### src/rtl/trng_vn_sampler.sv
// trng_vn_sampler: synchronizes a free-running ring-oscillator tap, samples it
// at a programmable rate, applies von Neumann debiasing, packs the debiased
// bits MSB-first into words and offers them on a valid/ready interface.
// Optional repetition-count health test enabled by defining TRNG_HEALTH_EN.
module trng_vn_sampler #(
   parameter int unsigned WORD_W    = 32,
   parameter int unsigned DIV_W     = 8,
   parameter int unsigned REP_LIMIT = 32
) (
   input  logic              clk_i,
   input  logic              rst_ni,
   input  logic              enable_i,
   input  logic              raw_i,
   input  logic [DIV_W-1:0]  div_i,
   output logic [WORD_W-1:0] data_o,
   output logic              valid_o,
   input  logic              ready_i,
   output logic              dropped_o,
   output logic              health_fail_o
);

   localparam int unsigned CW = $clog2(WORD_W);

   typedef enum logic [1:0] {IDLE, FIRST, SECOND} state_t;

   state_t              state_q, state_d;
   logic                s1_q, samp_q;
   logic [DIV_W-1:0]    cnt_q;
   logic                strobe;
   logic                latch_a, emit, sample_stb, hold;
   logic                a_q;
   logic [WORD_W-1:0]   acc_q, acc_nxt;
   logic [CW-1:0]       bcnt_q;
   logic [WORD_W-1:0]   data_q;
   logic                valid_q, dropped_q;

   assign strobe     = enable_i && (cnt_q == div_i);
   assign sample_stb = strobe && ((state_q == FIRST) || (state_q == SECOND));
   assign acc_nxt    = {acc_q[WORD_W-2:0], a_q};

   // Two-flop synchronizer for the asynchronous oscillator tap
   always_ff @(posedge clk_i or negedge rst_ni) begin
      if (!rst_ni) begin
         s1_q   <= 1'b0;
         samp_q <= 1'b0;
      end else begin
         s1_q   <= raw_i;
         samp_q <= s1_q;
      end
   end

   // Sample-period divider; a reduced div_i below cnt lets cnt wrap naturally
   always_ff @(posedge clk_i or negedge rst_ni) begin
      if (!rst_ni)       cnt_q <= '0;
      else if (!enable_i) cnt_q <= '0;
      else if (strobe)   cnt_q <= '0;
      else               cnt_q <= cnt_q + 1'b1;
   end

   // Pair FSM state register
   always_ff @(posedge clk_i or negedge rst_ni) begin
      if (!rst_ni) state_q <= IDLE;
      else         state_q <= state_d;
   end

   // Pair FSM next state, first-sample latch and debiased-bit emission
   always_comb begin
      state_d = state_q;
      latch_a = 1'b0;
      emit    = 1'b0;
      if (!enable_i) begin
         state_d = IDLE;
      end else begin
         case (state_q)
            IDLE:   state_d = FIRST;
            FIRST:  if (strobe) begin
                       latch_a = 1'b1;
                       state_d = SECOND;
                    end
            SECOND: if (strobe) begin
                       emit    = (a_q != samp_q) && !hold;
                       state_d = FIRST;
                    end
            default: state_d = IDLE;
         endcase
      end
   end

   // Accumulator, bit count and output word register with handshake
   always_ff @(posedge clk_i or negedge rst_ni) begin
      if (!rst_ni) begin
         a_q       <= 1'b0;
         acc_q     <= '0;
         bcnt_q    <= '0;
         data_q    <= '0;
         valid_q   <= 1'b0;
         dropped_q <= 1'b0;
      end else begin
         dropped_q <= 1'b0;
         if (valid_q && ready_i) valid_q <= 1'b0;
         if (!enable_i) begin
            a_q    <= 1'b0;
            acc_q  <= '0;
            bcnt_q <= '0;
         end else begin
            if (latch_a) a_q <= samp_q;
            if (emit) begin
               if (bcnt_q == CW'(WORD_W - 1)) begin
                  acc_q  <= '0;
                  bcnt_q <= '0;
                  if (!valid_q || ready_i) begin
                     data_q  <= acc_nxt;
                     valid_q <= 1'b1;
                  end else begin
                     dropped_q <= 1'b1;
                  end
               end else begin
                  acc_q  <= acc_nxt;
                  bcnt_q <= bcnt_q + 1'b1;
               end
            end
         end
      end
   end

`ifdef TRNG_HEALTH_EN
   localparam int unsigned RW = $clog2(REP_LIMIT + 1);

   logic [RW-1:0] rep_q, rep_nxt;
   logic          last_q, fail_q;

   assign rep_nxt = ((rep_q == '0) || (samp_q != last_q)) ? RW'(1) : rep_q + 1'b1;
   assign hold    = fail_q;

   // Repetition-count health test over every strobed sample; sticky until disable
   always_ff @(posedge clk_i or negedge rst_ni) begin
      if (!rst_ni) begin
         rep_q  <= '0;
         last_q <= 1'b0;
         fail_q <= 1'b0;
      end else if (!enable_i) begin
         rep_q  <= '0;
         last_q <= 1'b0;
         fail_q <= 1'b0;
      end else if (sample_stb && !fail_q) begin
         rep_q  <= rep_nxt;
         last_q <= samp_q;
         if (rep_nxt >= RW'(REP_LIMIT)) fail_q <= 1'b1;
      end
   end

   assign health_fail_o = fail_q;
`else
   assign hold          = 1'b0;
   assign health_fail_o = 1'b0;
`endif

   assign data_o    = data_q;
   assign valid_o   = valid_q;
   assign dropped_o = dropped_q;

endmodule

### config.mk
export PLATFORM = sky130hd
export DESIGN_NAME = trng_vn_sampler
export DESIGN_NICKNAME = d
export VERILOG_FILES = /design/src/rtl/trng_vn_sampler.sv
export SDC_FILE = /design/constraint.sdc
export NUM_CORES = 1
export LEC_CHECK = 0
export BUFFER_PORTS_ARGS = -buffer_cell sky130_fd_sc_hd__buf_2
export CORE_UTILIZATION = 52
export CTS_BUF_LIST = sky130_fd_sc_hd__clkbuf_16
export DETAILED_ROUTE_END_ITERATION = 12
export PLACE_DENSITY = 0.86
export SLEW_MARGIN = 20
export SYNTH_ARGS = -nofsm -noshare
export SYNTH_HDL_FRONTEND = slang
export SYNTH_SLANG_ARGS = --single-unit
### constraint.sdc
create_clock -name clk_i -period 2.1 [get_ports clk_i]
set_input_delay 0.42 -clock clk_i [delete_from_list [all_inputs] [get_ports clk_i]]
set_output_delay 0.42 -clock clk_i [all_outputs]
set_load 0.01 [all_outputs]
Word-level counts from Yosys, hierarchy flattened --
Cells that the tools add are included.
Word-level totals: ROM bits 0, memory bits (writable) 0, latch bits 0, logic and storage cells 57, input port bits 13, register bits 83, memories kept 0
Operators by class: multiplexer cells 29, $lt $le $gt $ge 0, divide/modulo/power cells 0, bitwise operators 0, reduce and logical (&&, ||, !) cells 7, multiply operators 0, equal/unequal tests 9, add/subtract/negate cells 2, shift-type cells 0
Operator list (count):
- 31-bit 2-to-1 mux | 3
- 1-bit 2-to-1 mux | 17
- 8-bit 2-to-1 mux | 2
- 5-bit 2-to-1 mux | 3
- 8-bit by 1-bit adder with 8-bit output, second input constant | 1
- 8-bit == test | 1
- 2-bit 2-to-1 mux | 3
- 3-bit != test, second input constant | 2
- 2-bit case mux with 3 select lines | 1
- 5-bit by 1-bit adder with 5-bit output, second input constant | 1
- 5-bit == test, second input constant | 1
- 2-bit by 1-bit != test with 1-bit output, second input constant | 2
- 4-bit AND reduction | 1
- 2-bit by 1-bit == test with 1-bit output, second input constant | 1
- 2-bit == test, second input constant | 1
- 1-bit logical AND | 2
- 2-bit logical NOT | 1
- 2-bit AND reduction | 1
- 1-bit logical NOT | 1
- 1-bit logical OR | 1
- 1-bit != test | 1

Logic depth before layout (Yosys ltp) --
depth in word-level cells 7, depth in mapped cells 8, depth with buffers taken out 7

Worst setup path after synthesis --
Ideal clock, no wire load.
path type reg2reg, from register bcnt_q[0], to register data_q[0], in the netlist data_o[0], slack 0.109 ns, clock period less this slack 1.991 ns, library setup time 0.125 ns, buffers on the path 1, arrival 1.866 ns, cell stages (with the launch flop) 9, cell sequence dfrtp_1 ha_1 and3_1 ha_1 nand2_1 a2111oi_4 nand3_2 buf_6 mux2_4
On the way: cells in the longest elaborated chain, start to end 2
RTL lines:
- start, declared | RTL line 33 | logic [CW-1:0] bcnt_q;
- start signal, assigned | RTL line 119 | bcnt_q <= bcnt_q + 1'b1;
- 5-bit == test | RTL line 108 | if (bcnt_q == CW'(WORD_W - 1)) begin
- 4-bit AND reduction (no line)
- end signal, assigned | RTL line 112 | data_q <= acc_nxt;
- end, declared | RTL line 34 | logic [WORD_W-1:0] data_q;
No other way between the ends. A chain may end at the register's enable or synchronous reset.

Final worst setup path --
Same ends and word-level chain as after synthesis.

==> qor.txt <==
Net Count, Synth = 325
Data arrival, critical path = 2.28 ns
Ys Warns = 0
Final setup viols = 0
routed via count = 2545
maximum root-to-sink buffer count = 2
max cap viols = 0
count leader, synth = dfrtp_1
peak supply drop = 477.2 uV
GPL Wtd Cong = 0.7811
Final period util = 0.9781
share of the yosys chip area belonging to registers = 0.5466
number of port buffers = 46
Routed Wire Length = 8199 um
async set-reset flop share out of synthesis = 1.000
Worst Setup SP = bcnt_q[0]
Seq cells post-synth = 83
die span in y = 87.49 um
# diodes = 0
vias in the first global route = 2542
initial antenna violation count = 0
final std cells w/o fill = 468
Crit Path Category = flop to flop
global-route usage over all layers = 0.2203
largest net degree at the start of global routing = 43
DP Wirelength = 4774 um
number of remaining DRC errors = 0
outcome = complete, no violations
CP required = 2.32 ns
CP max FO = 9
total gr overflow = 0
Worst-path clk slew = 0.06 ns
Post-Synthesis Cells = 309
Synth Flop Type = dfrtp_1
DR iter-0 viols = 163
metal2 WL = 4150 um
root buffer selected by CTS = clkbuf_16
Register Area = 0.002077 mm2
Static Leak = 2.247 nW
vias per cell = 5.438
R2R setup slack = 0.05 ns
Slew @ Worst Pin = 0.5351 ns
synthesized area = 0.003800 mm2
Layout Skew = 0.005094 ns
DRT antenna net count = 0
EDFF count, synth = 0
Site Rows = 30
IO Pins = 48
Max Transition Viols Final = 0
RSZ-0062 raised after global routing = true
CP Launch Type = flop
CP Capture Type = flop
TNS Setup = 0 ns
Starting Density = 0.5472
highest metal used = met4
worst-skew pair later-pin latency = 0.34 ns
Slew HR = 0.6433
Placed Cells = 447
first-pass GRT wire length = 12590 um
M1 WL = 3517 um
Fillers = 479
fmax = 486.8 MHz
core area = 0.006944 mm2
worst hold path type = input pin to async pin
DR pass1 iterations = 4
Reg-to-Reg End = data_o[0]
Worst R2R Path Depth = 8
r2r startpoint = bcnt_q[0]
top cells by area, synth = dfrtp_1 55%, mux2_4 12%, mux2i_1 9.0%
distinct cell type count after synthesis = 39
TritonCTS clock tree = built
Multi-input gate area = 0.001617 mm2
nets@finish = 383
met3 wire length = 335 um
P per Cell Area = 758.6 mW/mm2
Synth area leader = dfrtp_1
H-Tree Depth = 3
share of the synthesized area in the top cell type = 0.5466
Die X-Extent = 87.49 um
area grow syn2layout = 21.47%
CTS sink cnt = 83
final number of hold-violating endpoints = 0
Syn Area/Cell = 12.30 um2
DR WL/cell = 17.52 um
Tmin final = 2.054 ns
top cells by instance count after synthesis = 83 x dfrtp_1, 73 x nand2_1, 34 x mux2i_1
TritonCTS Buffers = 9
Die ar. = 0.007654 mm2
Post-CTS Hold Buffers = 0
CP Capture Point = data_o[0]
share of layout cells above drive strength 1 = 0.3253
worst max-delay path, stage by stage, from the launching register on:
cell and delay [ns]:
dfrtp_1 0.38, ha_2 0.21, and3_4 0.19, ha_4 0.14
nand2_4 0.05, a2111oi_4 0.24, nand3_4 0.20, clkbuf_16 0.23
mux2_4 0.30
metal layers:
| layer | up-vias | track usage |
|---|---|---|
| met1 | 1277 | 0.3034 |
| met4 | 0 | 0.09538 |
| met2 | 80 | 0.3438 |
| met5 | - | 0 |
| met3 | 20 | 0.03886 |
| li1 | 1168 | - |
layout by cell type, fill, tap and decap left out, types with 2 or more instances in the layout:
| master | instances |
|---|---|
| dfrtp_1 | 83 |
| nand2_1 | 72 |
| buf_2 | 45 |
| mux2i_1 | 34 |
| mux2_4 | 30 |
| buf_4 | 14 |
| xnor2_1 | 11 |
| clkbuf_16 | 11 |
| nor2_1 | 8 |
| nand4_1 | 5 |
| and3_1 | 4 |
| xor2_1 | 4 |
| buf_12 | 4 |
| nand3_1 | 3 |
| inv_1 | 3 |
| inv_6 | 3 |
| o21ai_1 | 2 |
| and4_1 | 2 |
| and3_4 | 2 |
| nor4b_1 | 2 |
| nor3_1 | 2 |
| mux2_2 | 2 |
| bufinv_16 | 2 |
power by group:
group          internal [mW]  switching, mW
Sequential              1.61         0.0118
Clock                   1.06          0.691
Combinational         0.0403         0.0872
cell type report:
cell class | count | share of cell area
multi-input combinational | 205 | 0.3502
tap | 96 | 0.02602
sequential | 83 | 0.4500
timing repair buffer | 65 | 0.09976
clock inverter | 7 | 0.02277
inverter | 3 | 0.002440
clock buffer | 9 | 0.04879
timing repair:
item / in CTS / in global routing
setup endpoints to repair: 0 / 33
resized for setup: 0 / 7
setup buffers: 0 / 3
logic make-up after synthesis:
logic type,after synthesis,share of synthesized area
AOI/OAI and AO/OA,12,0.02799
adders and majority gates,3,0.009879
muxes,66,0.2140
and+or+nand+nor,108,0.1281
other,1,0.0009869
xor gates and xnor gates,15,0.03457
DFF,83,0.5466
buffers and inverters,21,0.03787
per-stage QoR:
stage / setup WS, ns / area, um2 / total power, mW / utilization / hold slack (ns)
floorplan: 0.1088 / 3800 / 1.705 / - / 0.1244
global placement: 0.1474 / 4178 / 1.771 / 0.6016 / 0.3328
detailed placement: 0.08214 / 4178 / 1.774 / 0.6016 / 0.3402
CTS: 0.05936 / 4508 / 3.502 / 0.6492 / 0.08048
global route: -0.04529 / 4616 / 3.589 / 0.6647 / 0.1124
finish: 0.04598 / 4616 / 3.501 / 0.6647 / 0.06158
worst min-delay path by stage:
stage | start | end | slack [ns]
after floorplan | rst_ni | a_q | 0.12
after global placement | s1_q | samp_q | 0.33
after detailed placement | s1_q | samp_q | 0.34
after CTS | rst_ni | acc_q[24] | 0.08
after global routing | rst_ni | acc_q[26] | 0.11
final | rst_ni | acc_q[24] | 0.06
sequential cells by signal, indices dropped and copies added, names as in the netlist:
register and flops:
s1_q 1, acc_q 31, cnt_q 8, bcnt_q 5
a_q 1, data_o 32, state_q 2, samp_q 1
dropped_o 1, valid_o 1
No activity file was read; power rests on OpenSTA's default activity.
